`config.mk`:
```
export PLATFORM = sky130hd
export DESIGN_NAME = sad_row_sequencer_flat
export DESIGN_NICKNAME = d
export VERILOG_FILES = /design/src/rtl/sad_row_sequencer_if.sv /design/src/rtl/sad_row_sequencer.sv /design/src/flat_wrapper.sv
export SDC_FILE = /design/constraint.sdc
export NUM_CORES = 1
export LEC_CHECK = 0
export ABC_AREA = 1
export BUFFER_PORTS_ARGS = -buffer_cell sky130_fd_sc_hd__buf_4
export CORE_MARGIN = 2
export CORE_UTILIZATION = 40
export DETAILED_ROUTE_END_ITERATION = 16
export PLACE_DENSITY_LB_ADDON = 0.05
export SLEW_MARGIN = 20
export SYNTH_ARGS = -nofsm -noshare
export SYNTH_HDL_FRONTEND = slang
export SYNTH_SLANG_ARGS = --single-unit
```
`constraint.sdc`:
```
create_clock -name iCLK -period 3.5 [get_ports iCLK]
set_clock_uncertainty 0.15 [all_clocks]
set_input_delay 0.175 -clock iCLK [delete_from_list [all_inputs] [get_ports iCLK]]
set_output_delay 0.175 -clock iCLK [all_outputs]
set_load 0.05 [all_outputs]
```
`src/rtl/sad_row_sequencer_if.sv`:
```
// Row-producer / result-consumer bundle for sad_row_sequencer.
// The slave modport is the sequencer side, and the master modport is the producer/consumer side.
interface sad_row_sequencer_if #(
  parameter int WIN   = 11,
  parameter int PIX_W = 8,
  parameter int SUM_W = 16
);
  localparam int IDX_W = (WIN > 1) ? $clog2(WIN) : 1;

  logic                   start;
  logic                   abort;
  logic [SUM_W-1:0]       threshold;
  logic [WIN*PIX_W-1:0]   row_data;
  logic                   row_valid;
  logic                   row_ready;
  logic [SUM_W-1:0]       sum;
  logic                   sum_valid;
  logic                   sum_ready;
  logic                   motion;
  logic                   busy;
  logic [IDX_W-1:0]       peak_row;

  modport master (
    output start, abort, threshold, row_data, row_valid, sum_ready,
    input  row_ready, sum, sum_valid, motion, busy, peak_row
  );

  modport slave (
    input  start, abort, threshold, row_data, row_valid, sum_ready,
    output row_ready, sum, sum_valid, motion, busy, peak_row
  );
endinterface

```
`src/rtl/sad_row_sequencer.sv`:
```
// Accumulates WIN rows of pixel differences through one shared row adder into an 11x11 SAD and a motion flag.
// Defining SAD_PEAK_EN enables peak-row tracking; without it, peak_row is tied to 0.
module sad_row_sequencer #(
  parameter int WIN   = 11,
  parameter int PIX_W = 8,
  parameter int SUM_W = 16
) (
  input  logic                iCLK,
  input  logic                iRST_N,
  sad_row_sequencer_if.slave  bus
);
  localparam int IDX_W = (WIN > 1) ? $clog2(WIN) : 1;
  localparam int RS_W  = PIX_W + IDX_W;
  localparam int EXT_W = ((SUM_W > RS_W) ? SUM_W : RS_W) + 1;

  typedef enum logic [1:0] {S_IDLE, S_ACCUM, S_DONE} state_t;

  state_t             r_state;
  logic [SUM_W-1:0]   r_acc;
  logic [IDX_W-1:0]   r_cnt;
  logic [SUM_W-1:0]   r_thr;
  logic [SUM_W-1:0]   r_sum;
  logic               r_motion;
  logic               r_sum_valid;
  logic               r_busy;

  logic [RS_W-1:0]    w_rowsum;
  logic [EXT_W-1:0]   w_add;
  logic [SUM_W-1:0]   w_next;
  logic               w_accept;
  logic               w_last;

  always_comb begin
    w_rowsum = '0;
    for (int unsigned k = 0; k < WIN; k++) begin
      w_rowsum = w_rowsum + RS_W'(bus.row_data[k*PIX_W +: PIX_W]);
    end
  end

  // Widened add so an overflow is visible and can saturate to all ones.
  assign w_add    = EXT_W'(r_acc) + EXT_W'(w_rowsum);
  assign w_next   = (w_add > EXT_W'({SUM_W{1'b1}})) ? '1 : w_add[SUM_W-1:0];
  assign w_accept = bus.row_valid & (r_state == S_ACCUM);
  assign w_last   = (r_cnt == IDX_W'(WIN - 1));

`ifdef SAD_PEAK_EN
  logic [RS_W-1:0]    r_peak_val;
  logic [IDX_W-1:0]   r_peak_idx;
  logic [IDX_W-1:0]   r_peak_row;
  logic               w_new_peak;

  assign w_new_peak   = (w_rowsum > r_peak_val);
  assign bus.peak_row = r_peak_row;
`else
  assign bus.peak_row = '0;
`endif

  always_ff @(posedge iCLK or negedge iRST_N) begin
    if (!iRST_N) begin
      r_state     <= S_IDLE;
      r_acc       <= '0;
      r_cnt       <= '0;
      r_thr       <= '0;
      r_sum       <= '0;
      r_motion    <= 1'b0;
      r_sum_valid <= 1'b0;
      r_busy      <= 1'b0;
`ifdef SAD_PEAK_EN
      r_peak_val  <= '0;
      r_peak_idx  <= '0;
      r_peak_row  <= '0;
`endif
    end else begin
      unique case (r_state)
        S_IDLE: begin
          if (!bus.abort && bus.start) begin
            r_state    <= S_ACCUM;
            r_acc      <= '0;
            r_cnt      <= '0;
            r_thr      <= bus.threshold;
            r_busy     <= 1'b1;
`ifdef SAD_PEAK_EN
            r_peak_val <= '0;
            r_peak_idx <= '0;
`endif
          end
        end
        S_ACCUM: begin
          if (bus.abort) begin
            r_state <= S_IDLE;
            r_busy  <= 1'b0;
          end else if (w_accept) begin
            r_acc <= w_next;
            r_cnt <= r_cnt + IDX_W'(1);
`ifdef SAD_PEAK_EN
            if (w_new_peak) begin
              r_peak_val <= w_rowsum;
              r_peak_idx <= r_cnt;
            end
`endif
            if (w_last) begin
              r_state     <= S_DONE;
              r_sum       <= w_next;
              r_motion    <= (w_next > r_thr);
              r_sum_valid <= 1'b1;
`ifdef SAD_PEAK_EN
              r_peak_row  <= w_new_peak ? r_cnt : r_peak_idx;
`endif
            end
          end
        end
        S_DONE: begin
          if (bus.abort || bus.sum_ready) begin
            r_state     <= S_IDLE;
            r_sum_valid <= 1'b0;
            r_busy      <= 1'b0;
          end
        end
        default: begin
          r_state     <= S_IDLE;
          r_sum_valid <= 1'b0;
          r_busy      <= 1'b0;
        end
      endcase
    end
  end

  assign bus.row_ready = (r_state == S_ACCUM);
  assign bus.sum       = r_sum;
  assign bus.sum_valid = r_sum_valid;
  assign bus.motion    = r_motion;
  assign bus.busy      = r_busy;
endmodule
```
`src/flat_wrapper.sv`:
```
// flat-port wrapper written by rule: the top's interface ports become plain ports
module sad_row_sequencer_flat 
#(
  parameter int WIN   = 11,
  parameter int PIX_W = 8,
  parameter int SUM_W = 16
)
  (iCLK, iRST_N, bus_start, bus_abort, bus_threshold, bus_row_data, bus_row_valid, bus_sum_ready, bus_row_ready, bus_sum, bus_sum_valid, bus_motion, bus_busy, bus_peak_row);
  sad_row_sequencer_if #(.WIN(WIN), .PIX_W(PIX_W), .SUM_W(SUM_W)) bus_i ();
  input  logic iCLK;
  input  logic iRST_N;
  input wire logic [$bits(bus_i.start)-1:0] bus_start;
  input wire logic [$bits(bus_i.abort)-1:0] bus_abort;
  input wire logic [$bits(bus_i.threshold)-1:0] bus_threshold;
  input wire logic [$bits(bus_i.row_data)-1:0] bus_row_data;
  input wire logic [$bits(bus_i.row_valid)-1:0] bus_row_valid;
  input wire logic [$bits(bus_i.sum_ready)-1:0] bus_sum_ready;
  output wire logic [$bits(bus_i.row_ready)-1:0] bus_row_ready;
  output wire logic [$bits(bus_i.sum)-1:0] bus_sum;
  output wire logic [$bits(bus_i.sum_valid)-1:0] bus_sum_valid;
  output wire logic [$bits(bus_i.motion)-1:0] bus_motion;
  output wire logic [$bits(bus_i.busy)-1:0] bus_busy;
  output wire logic [$bits(bus_i.peak_row)-1:0] bus_peak_row;
  assign bus_i.start = bus_start;
  assign bus_i.abort = bus_abort;
  assign bus_i.threshold = bus_threshold;
  assign bus_i.row_data = bus_row_data;
  assign bus_i.row_valid = bus_row_valid;
  assign bus_i.sum_ready = bus_sum_ready;
  assign bus_row_ready = bus_i.row_ready;
  assign bus_sum = bus_i.sum;
  assign bus_sum_valid = bus_i.sum_valid;
  assign bus_motion = bus_i.motion;
  assign bus_busy = bus_i.busy;
  assign bus_peak_row = bus_i.peak_row;
  sad_row_sequencer #(.WIN(WIN), .PIX_W(PIX_W), .SUM_W(SUM_W)) u_core (.iCLK(iCLK), .iRST_N(iRST_N), .bus(bus_i));
endmodule
```
==> results of run 1 <==
## layer usage
metal  up-vias  GRT usage (%)
li1       2873              -
met1      2651          26.09
met5         -              0
met2        88          35.36
met4         0          3.426
met3        13          3.172
## area by class of cell
class,instances,area share [%]
Tap cell,188,2.534
Clock inverter,3,0.4313
Sequential cell,57,15.37
Timing Repair Buffer,250,22.32
Inverter,182,7.386
Clock buffer,12,2.763
Multi-Input combinational cell,534,49.20
## through the flow
stage	setup slack, ns	std cells	hold WS, ns
finish	-3.455	1226	0.1086
global route	-3.795	1226	0.1254
CTS	-3.379	1212	0.1046
detailed placement	-3.925	1169	0.1450
global placement	-3.869	1169	0.1259
floorplan	-3.247	787	-0.2706
## timing repair
item / 4_1_cts / 5_1_grt
pin swaps: 28 / 51
hold buffers: 20 / 0
setup endpoints to repair: 33 / 33
buffers inserted: 10 / 18
gates resized for setup: 79 / 52
gates cloned: 0 / 1
endpoints found under the hold margin: 75 / 0
## logic make-up after synthesis
group / after synthesis
xor+xnor: 20
fa+ha+maj: 121
simple gates: 312
compound gates: 77
flops: 57
other cells: 1
buf+inv: 196
## worst max-delay path by stage
stage                         to  slack, ns       startpoint  depth (start not counted)
2_1_floorplan  u_core.bus.motion      -3.25  bus_row_data[0]                         38
3_3_place_gp   u_core.bus.motion      -3.87  bus_row_data[0]                         37
3_5_place_dp   u_core.bus.motion      -3.93  bus_row_data[0]                         37
4_1_cts        u_core.bus.motion      -3.38  bus_row_data[0]                         37
5_1_grt        u_core.bus.motion      -3.79  bus_row_data[2]                         44
6_report       u_core.bus.motion      -3.45  bus_row_data[0]                         38
## tightest hold or removal path: cells and delay by family
| kind | cells | cell delay [ns] |
|---|---|---|
| buf+inv | 1 | 0.12 |
| compound gates | 1 | 0.08 |
| simple gates | 1 | 0.17 |
## cell usage after synthesis (all sizes together)
cell | n | area, um^2
a21oi | 32 | 175.2
a31oi | 8 | 50.05
and2 | 4 | 25.02
buf | 13 | 91.33
clkbuf | 1 | 3.750
clkinv | 1 | 3.750
conb | 1 | 3.750
dfrtp | 57 | 1426
fa | 63 | 1261
ha | 58 | 725.7
inv | 181 | 679.4
nand2 | 219 | 849.6
nand3 | 32 | 210.2
nand3b | 2 | 15.01
nand4 | 10 | 62.56
nor2 | 41 | 158.9
nor3 | 3 | 15.01
o211ai | 1 | 7.510
o21ai | 33 | 176.4
o21bai | 2 | 15.01
o31ai | 1 | 7.510
or2 | 1 | 6.260
xnor2 | 12 | 105.1
xor2 | 8 | 70.07
## registers in the layout (all words and copies together) (netlist names)
| name | count |
|---|---|
| u_core.r_acc | 16 |
| u_core.bus.motion | 1 |
| u_core.r_state | 2 |
| u_core.r_thr | 16 |
| u_core.bus.sum | 16 |
| u_core.r_cnt | 4 |
| u_core.bus.busy | 1 |
| u_core.bus.sum_valid | 1 |
==> metrics.csv, run 1 <==
stage;metric;value;unit
yosys;synth_compound_area_share;7.025;%
clock_tree;htree_levels;3;
routing;topRoutingLayerUsed;met4;
clock_tree;cts_root_buf;clkbuf_16;
yosys;seq_area_frac_synth;23.21;%
timing;finalSetupViolations;33;
layout;multi_input_area;4567;um^2
grt;gr-total-overflow;0;
worst_setup_path;start_kind;input pin;
layout;seq_area;1426;um^2
yosys;synth_area;6145;um^2
clock_tree;clock_latency;0.33;ns
placed_design;dp_hpwl;12150;um
timing;period_needed;6.955;ns
grt;antenna_found_initial;0;
worst_setup_path;crit_buf_inv;12;
clock_tree;cts_made_buffers;9;
layout;fin_area;9283;um^2
yosys;synthCells;784;
worst_setup_path;r2r-end;u_core.bus.motion;
clock_tree;cts.sink_count;57;
die;fp.dieW;127.9;um
routing;dr_total_vias;5625;
die;dieHeight;127.9;um
yosys;ys_types;35;
min_path;min_from;bus_row_valid;
worst_setup_path;critPathRequiredTime;3.57;ns
yosys;ys_warn_count;0;
placed_design;port_buffers;129;
yosys;ys_seq_elements;57;
yosys;synth_top_family_by_area;adder cells;
placed_design;place_congestion;0.8891;
timing;timing.fmax;143.8;MHz
timing;worst_slack;-3.455;ns
timing;finalSetupTns;-92.07;ns
min_path;hold_path_depth;3;
outcome;violations;negative setup slack;
layout;utilization;61.52;%
flow_run;max_cap_viol_count;0;
routing;remaining_drc_errors;0;
routing;drt_iter0_drc;195;
routing;dr.pass1.iters;4;
min_path;hold_end;u_core.r_acc[0];
yosys;yosys-mux-area-fraction;0;%
layout;layout-drive-gt1-share;37.09;%
min_path;hold_path.class;input pin to flop;
timing;maxSlewHeadroom;50.44;%
routing;dr_wl_met2;7629;um
die;initial_core_util;40.72;%
worst_setup_path;criticalPathCategory;input pin to flop;
routing;finalWirelength;15330;um
routing;wl_met1;7100;um
layout;nets;1265;
worst_setup_path;max_stage_delay;0.56;ns
worst_setup_path;critPathSlowestCell;fa_1;
worst_setup_path;r2r_slack;0.45;ns
grt;grt_first_pass_wirelength;26480;um
routing;routedWlPerCell;12.50;um
die;die_area;16370;um^2
worst_setup_path;cp_max_fo;6;
timing;slew_violations;0;
yosys;syn_avg_cell_area;7.838;um^2
layout;fillCellCount;1362;
die;ios;134;
placed_design;placed_cell_area;8082;um^2
timing;worst_slew_pin_slew;0.7434;ns
layout;final_common_cell;buf_4;
yosys;synthAdderAreaFrac;32.34;%
worst_setup_path;rr_worst_depth;19;
timing;hold_viol;0;
layout;diodes;0;
worst_setup_path;crit_arrival;7.02;ns
yosys;synthSimpleGateAreaFrac;21.85;%
layout;layout_common_cells;buf_4, nand2_1, inv_1;
outcome;status;finished, violations left;
timing;finalCritPeriodShare;198.7;%
grt;grt_pass1_vias;5964;
worst_setup_path;cp_top_family;adder cells;
timing;rsz0062_at_grt;true;
clock_tree;cts_tree;built;
worst_setup_path;cp-end-kind;flop;
die;core_area;15090;um^2
die;rows;45;
routing;drtAntennaViolNets;0;
clock_tree;path_clk_slew;0.05;ns
grt;grt_usage;19.93;%
clock_tree;cts_buffer_depth;2;
yosys;synth-xor-area-share;2.851;%
routing;vias_per_cell;4.588;
grt;grt_max_degree;58;
routing;met3_length;465;um
worst_setup_path;reg2reg_from;u_core.r_acc[0];
layout;syn2layout_area_growth;51.07;%
Power of run 1 is not shown: default switching activity piles up to over one toggle a cycle in this logic, so the estimate is an artifact.
==> run 2: changes to the inputs <==
--- a/config.mk
+++ b/config.mk
@@ -7,8 +7,10 @@
 export LEC_CHECK = 0
 export ABC_AREA = 1
 export BUFFER_PORTS_ARGS = -buffer_cell sky130_fd_sc_hd__buf_4
+export CELL_PAD_IN_SITES_DETAIL_PLACEMENT = 1
+export CELL_PAD_IN_SITES_GLOBAL_PLACEMENT = 2
 export CORE_MARGIN = 2
-export CORE_UTILIZATION = 40
+export CORE_UTILIZATION = 32
 export DETAILED_ROUTE_END_ITERATION = 16
 export PLACE_DENSITY_LB_ADDON = 0.05
 export SLEW_MARGIN = 20
==> run 2 against run 1 <==
Against the previous run: hold slack worse by 0.090 ns; design area fell by 0.71%; the flow still finishes with violations (negative setup slack); highest routed layer unchanged; critical endpoint unchanged; final cell count is 3.7% higher; global-route usage fell by 0.70 points; largest cell class unchanged.
==> metrics.csv, run 2 (synthesized netlist as in run 1, its figures left out) <==
stage;metric;value;unit;change
outcome;status;finished, violations left;;unchanged
outcome;violations;negative setup slack;;unchanged
clock_tree;htree_levels;3;;unchanged
timing;finalSetupViolations;33;;unchanged
grt;grt_first_pass_wirelength;31500;um;was 26480 um
placed_design;port_buffers;129;;unchanged
timing;rsz0062_at_grt;true;;unchanged
worst_setup_path;cpMostUsedCell;nand2_1;;
flow_run;max_cap_viol_count;0;;unchanged
clock_tree;cts_buffer_depth;2;;unchanged
timing;hold_ws;0.01840;ns;was 0.1086 ns
routing;dr_total_vias;5731;;was 5625
grt;grt_pass1_vias;6682;;was 5964
placed_design;place_inst;1209;;was 1169
die;fp.dieW;142.6;um;was 127.9 um
grt;grt_max_degree;58;;unchanged
worst_setup_path;max_stage_delay;0.56;ns;about the same
layout;nets;1263;;was 1265
routing;routedWlPerCell;14.33;um;was 12.50 um
clock_tree;path_clk_slew;0.05;ns;about the same
routing;vias_per_cell;4.509;;was 4.588
clock_tree;cts_tree;built;;unchanged
die;initial_core_util;32.74;%;was 40.72%
worst_setup_path;crit_arrival;6.94;ns;was 7.02 ns
layout;final_cells;1271;;was 1226
worst_setup_path;cp_max_fo;7;;was 6
worst_setup_path;critPathSlowestCell;fa_1;;unchanged
routing;dr.pass1.iters;4;;unchanged
timing;period_needed;6.877;ns;was 6.955 ns
layout;fillCellCount;2280;;was 1362
routing;remaining_drc_errors;0;;unchanged
worst_setup_path;start_kind;input pin;;unchanged
timing;timing.fmax;145.4;MHz;was 143.8 MHz
grt;antenna_found_initial;0;;unchanged
routing;drt_iter0_drc;114;;was 195
worst_setup_path;crit_buf_inv;11;;was 12
timing;worst_slew_pin_slew;0.9109;ns;was 0.7434 ns
clock_tree;cts.sink_count;57;;unchanged
timing;slew_violations;0;;unchanged
worst_setup_path;critPathRequiredTime;3.56;ns;was 3.57 ns
worst_setup_path;criticalPathCategory;input pin to flop;;unchanged
placed_design;place_congestion;0.8039;;was 0.8891
timing;hold_viol;0;;unchanged
routing;drtAntennaViolNets;0;;unchanged
placed_design;dp_hpwl;14460;um;was 12150 um
grt;grt_usage;19.23;%;was 19.93%
layout;layout_common_cells;buf_4, nand2_1, inv_1;;unchanged
die;die_area;20330;um^2;was 16370 um^2
die;ios;134;;unchanged
clock_tree;clock_latency;0.33;ns;about the same
clock_tree;cts_made_buffers;9;;unchanged
worst_setup_path;cp_top_family;adder cells;;unchanged
die;core_area;18770;um^2;was 15090 um^2
layout;layout-drive-gt1-share;36.64;%;was 37.09%
worst_setup_path;cp-end-kind;flop;;unchanged
layout;diodes;0;;unchanged
routing;finalWirelength;18220;um;was 15330 um
layout;final_common_cell;buf_4;;unchanged
die;rows;50;;was 45
timing;finalCritPeriodShare;196.5;%;was 198.7%
layout;syn2layout_area_growth;49.99;%;was 51.07%
clock_tree;cts_root_buf;clkbuf_16;;unchanged
min_path;hold_path.class;input pin to flop;;unchanged
die;dieHeight;142.6;um;was 127.9 um
timing;worst_slack;-3.377;ns;was -3.455 ns
timing;maxSlewHeadroom;39.20;%;was 50.44%
grt;gr-total-overflow;0;;unchanged
==> run 2: cell types whose count changed in the layout (fill, tap and decap cells not counted), moves of 4 or more <==
cell,delta
ha_4,-6
nand2_4,+6
buf_4,+5
ha_1,+4
nand2_1,-4
nor2_2,+4
==> run 2: metal layers <==
| metal | share of wire, % | track usage, % | vias up |
|---|---|---|---|
| met5 | 0 | 0 | - |
| met4 | 0.91 | 2.918 | 0 |
| met3 | 2.3 | 2.524 | 14 |
| met2 | 52 | 35.63 | 78 |
| met1 | 45 | 24.28 | 2775 |
| li1 | - | - | 2864 |
==> run 2: path summary, 6_finish.rpt <==
| kind | startpoint | end | slack, ns | cells after the start |
|---|---|---|---|---|
| max in group asynchronous | iRST_N | u_core.r_thr[8] | 2.35 | 2 |
| min in group asynchronous | iRST_N | u_core.r_cnt[2] | 0.31 | 2 |
| hold / removal | bus_sum_ready | u_core.r_state[1] | 0.02 | 4 |
| setup / recovery | bus_row_data[0] | u_core.bus.motion | -3.38 | 39 |
| hold reg to reg | u_core.bus.motion | u_core.bus.motion | 0.34 | 2 |
| setup reg to reg | u_core.r_acc[0] | u_core.bus.motion | 0.44 | 20 |
==> run 2: through the flow <==
stage | worst slack, ns | TNS, ns | util [%] | area (um^2)
final | -3.377 | -89.28 | 49.11 | 9216
after global routing | -3.839 | -101.86 | 49.11 | 9216
after CTS | -3.346 | -90.23 | 48.38 | 9080
after detailed placement | -4.053 | -108.90 | 43.06 | 8082
after global placement | -3.908 | -104.85 | 43.06 | 8082
after floorplan | -3.247 | -81.39 | - | 6360
==> run 2: final cells by class <==
cell class	count	area [um^2]	area share, %
multi-input combinational	534	4503	48.86
timing repair buffer	248	2001	21.71
sequential	57	1426	15.48
inverter	182	685.7	7.440
tap	234	292.8	3.177
clock buffer	12	256.5	2.783
clock inverter	4	51.30	0.5566
==> run 2: worst reg2reg max path, stage by stage (launching register included) <==
cell and delay [ns]:
dfrtp_1 0.34, ha_1 0.19, inv_1 0.06, fa_1 0.37, inv_1 0.13, nand3_1 0.10
nand2_2 0.09, nand2_2 0.06, nand2_4 0.09, buf_4 0.12, nand2_2 0.05, nand2_2 0.06
nand3_2 0.07, and2_1 0.15, ha_1 0.27, nand4_1 0.14, or2_4 0.26, inv_2 0.05
a21oi_1 0.05, nand2_1 0.08, nand2_1 0.04
==> run 2: repair_timing <==
item | 4_1_cts | 5_1_grt
endpoints found under the hold margin | 74 | 0
resized for setup | 83 | 51
gates cloned | 1 | 0
setup buffers | 22 | 15
hold buffers | 19 | 0
setup endpoints to repair | 33 | 33
pin swaps | 48 | 37
Power of run 2 is left out for the same reason.
==> run 3: changes to the inputs <==
--- a/config.mk
+++ b/config.mk
@@ -12,7 +12,9 @@
 export CORE_MARGIN = 2
 export CORE_UTILIZATION = 32
 export DETAILED_ROUTE_END_ITERATION = 16
+export GPL_TIMING_DRIVEN = 0
 export PLACE_DENSITY_LB_ADDON = 0.05
+export SKIP_CTS_REPAIR_TIMING = 1
 export SLEW_MARGIN = 20
 export SYNTH_ARGS = -nofsm -noshare
 export SYNTH_HDL_FRONTEND = slang
==> run 3 against run 2 <==
Against the previous run: the run still ends with negative setup slack left; fmax decreased by 5.0%; non-clock buffer count shrank 49; setup slack got worse by 0.36 ns; critical path depth increased by 2; flip-flop and latch count stayed put; final cell count decreased by 3.9%; global-route usage fell by 2.0 points; core utilization decreased by 2.3 points; hold slack lost 0.0078 ns; clock-buffer cell count grew 1.
==> metrics.csv, run 3 (synthesized netlist as in run 1, its figures left out) <==
stage;metric;value;unit;change
layout;layout-drive-gt1-share;31.91;%;was 36.64%
outcome;violations;negative setup slack;;unchanged
timing;maxSlewHeadroom;48.21;%;was 39.20%
worst_setup_path;max_stage_delay;0.53;ns;was 0.56 ns
timing;slew_violations;0;;unchanged
die;ios;134;;unchanged
outcome;status;finished, violations left;;unchanged
timing;worst_slew_pin_slew;0.7769;ns;was 0.9109 ns
clock_tree;cts.sink_count;57;;unchanged
routing;routedWlPerCell;14.27;um;was 14.33 um
die;rows;50;;unchanged
layout;final_common_cell;nand2_1;;was buf_4
min_path;hold_path.class;input pin to flop;;unchanged
worst_setup_path;critPathRequiredTime;3.56;ns;about the same
grt;grt_usage;17.21;%;was 19.23%
die;initial_core_util;32.74;%;unchanged
clock_tree;cts_root_buf;clkbuf_16;;unchanged
timing;finalSetupViolations;33;;unchanged
clock_tree;cts_made_buffers;9;;unchanged
worst_setup_path;criticalPathCategory;input pin to flop;;unchanged
clock_tree;clock_latency;0.33;ns;about the same
routing;drt_iter0_drc;133;;was 114
grt;grt_pass1_vias;5860;;was 6682
routing;vias_per_cell;4.530;;was 4.509
timing;hold_viol;0;;unchanged
placed_design;place_congestion;0.8162;;was 0.8039
routing;remaining_drc_errors;0;;unchanged
layout;nets;1214;;was 1263
grt;grt_max_degree;58;;unchanged
clock_tree;htree_levels;3;;unchanged
worst_setup_path;cpMostUsedCell;inv_2;;was nand2_1
placed_design;port_buffers;129;;unchanged
timing;hold_ws;0.01060;ns;was 0.01840 ns
flow_run;max_cap_viol_count;0;;unchanged
die;dieHeight;142.6;um;unchanged
grt;grt_first_pass_wirelength;27940;um;was 31500 um
layout;layout_common_cells;nand2_1, inv_1, buf_4;;was buf_4, nand2_1, inv_1
routing;dr_total_vias;5531;;was 5731
placed_design;dp_slack;-4.262;ns;was -4.053 ns
clock_tree;path_clk_slew;0.05;ns;about the same
routing;drtAntennaViolNets;0;;unchanged
clock_tree;cts_tree;built;;unchanged
layout;diodes;0;;unchanged
grt;gr-total-overflow;0;;unchanged
timing;period_needed;7.241;ns;was 6.877 ns
timing;worst_slack;-3.741;ns;was -3.377 ns
layout;utilization;46.85;%;was 49.11%
placed_design;dp_hpwl;13970;um;was 14460 um
layout;syn2layout_area_growth;43.11;%;was 49.99%
timing;rsz0062_at_grt;true;;unchanged
die;fp.dieW;142.6;um;unchanged
timing;timing.fmax;138.1;MHz;was 145.4 MHz
timing;finalCritPeriodShare;206.9;%;was 196.5%
layout;fillCellCount;2285;;was 2280
worst_setup_path;cp-end-kind;flop;;unchanged
routing;finalWirelength;17420;um;was 18220 um
die;core_area;18770;um^2;unchanged
worst_setup_path;start_kind;input pin;;unchanged
worst_setup_path;cp_max_fo;5;;was 7
die;die_area;20330;um^2;unchanged
grt;antenna_found_initial;0;;unchanged
clock_tree;cts_buffer_depth;2;;unchanged
worst_setup_path;critPathSlowestCell;fa_2;;was fa_1
routing;dr.pass1.iters;4;;unchanged
worst_setup_path;crit_arrival;7.30;ns;was 6.94 ns
[run 3: worst max-delay path, delay by kind of cell]
| kind | cells | cell delay [ns] |
|---|---|---|
| compound gates | 4 | 0.46 |
| xor+xnor | 2 | 0.36 |
| fa+ha+maj | 10 | 3.87 |
| buf+inv | 10 | 0.82 |
| simple gates | 15 | 1.58 |
[run 3: worst paths after layout]
check                                          end         startpoint  cells after the start  slack [ns]
worst max-delay path             u_core.bus.motion    bus_row_data[8]                     41       -3.74
worst min-delay path             u_core.r_state[0]          bus_abort                      4        0.01
worst max register to register   u_core.bus.motion    u_core.r_acc[0]                     20        0.30
worst min register to register   u_core.bus.sum[2]  u_core.bus.sum[2]                      2        0.34
max in group asynchronous       u_core.bus.sum[14]             iRST_N                      2        2.36
min in group asynchronous          u_core.r_cnt[1]             iRST_N                      2        0.31
[run 3: routing by layer]
layer | vias to the layer above | global-route usage, % | share of wire [%]
li1 | 2774 | - | -
met1 | 2679 | 23.09 | 48
met5 | - | 0 | 0
met2 | 69 | 30.06 | 49
met3 | 9 | 2.557 | 2.3
met4 | 0 | 2.501 | 0.51
[run 3: metrics by stage]
step | area (um^2) | TNS, ns | cells
floorplan | 6360 | -81.39 | 787
global placement | 7621 | -107.89 | 1150
detailed placement | 7621 | -110.84 | 1150
CTS | 7904 | -100.52 | 1165
global route | 8793 | -105.82 | 1221
finish | 8793 | -96.18 | 1221
[run 3: area by class of cell]
type                            count  area (um^2)  area share [%]
Multi-Input combinational cell    534         4472           50.85
Sequential cell                    57         1426           16.22
Timing Repair Buffer              185         1525           17.34
Clock buffer                       13        270.3           3.073
Clock inverter                      2        12.51          0.1423
Inverter                          182        685.7           7.797
Tap cell                          234        292.8           3.330
Buffer                             14        108.9           1.238
Power of run 3 is left out for the same reason.
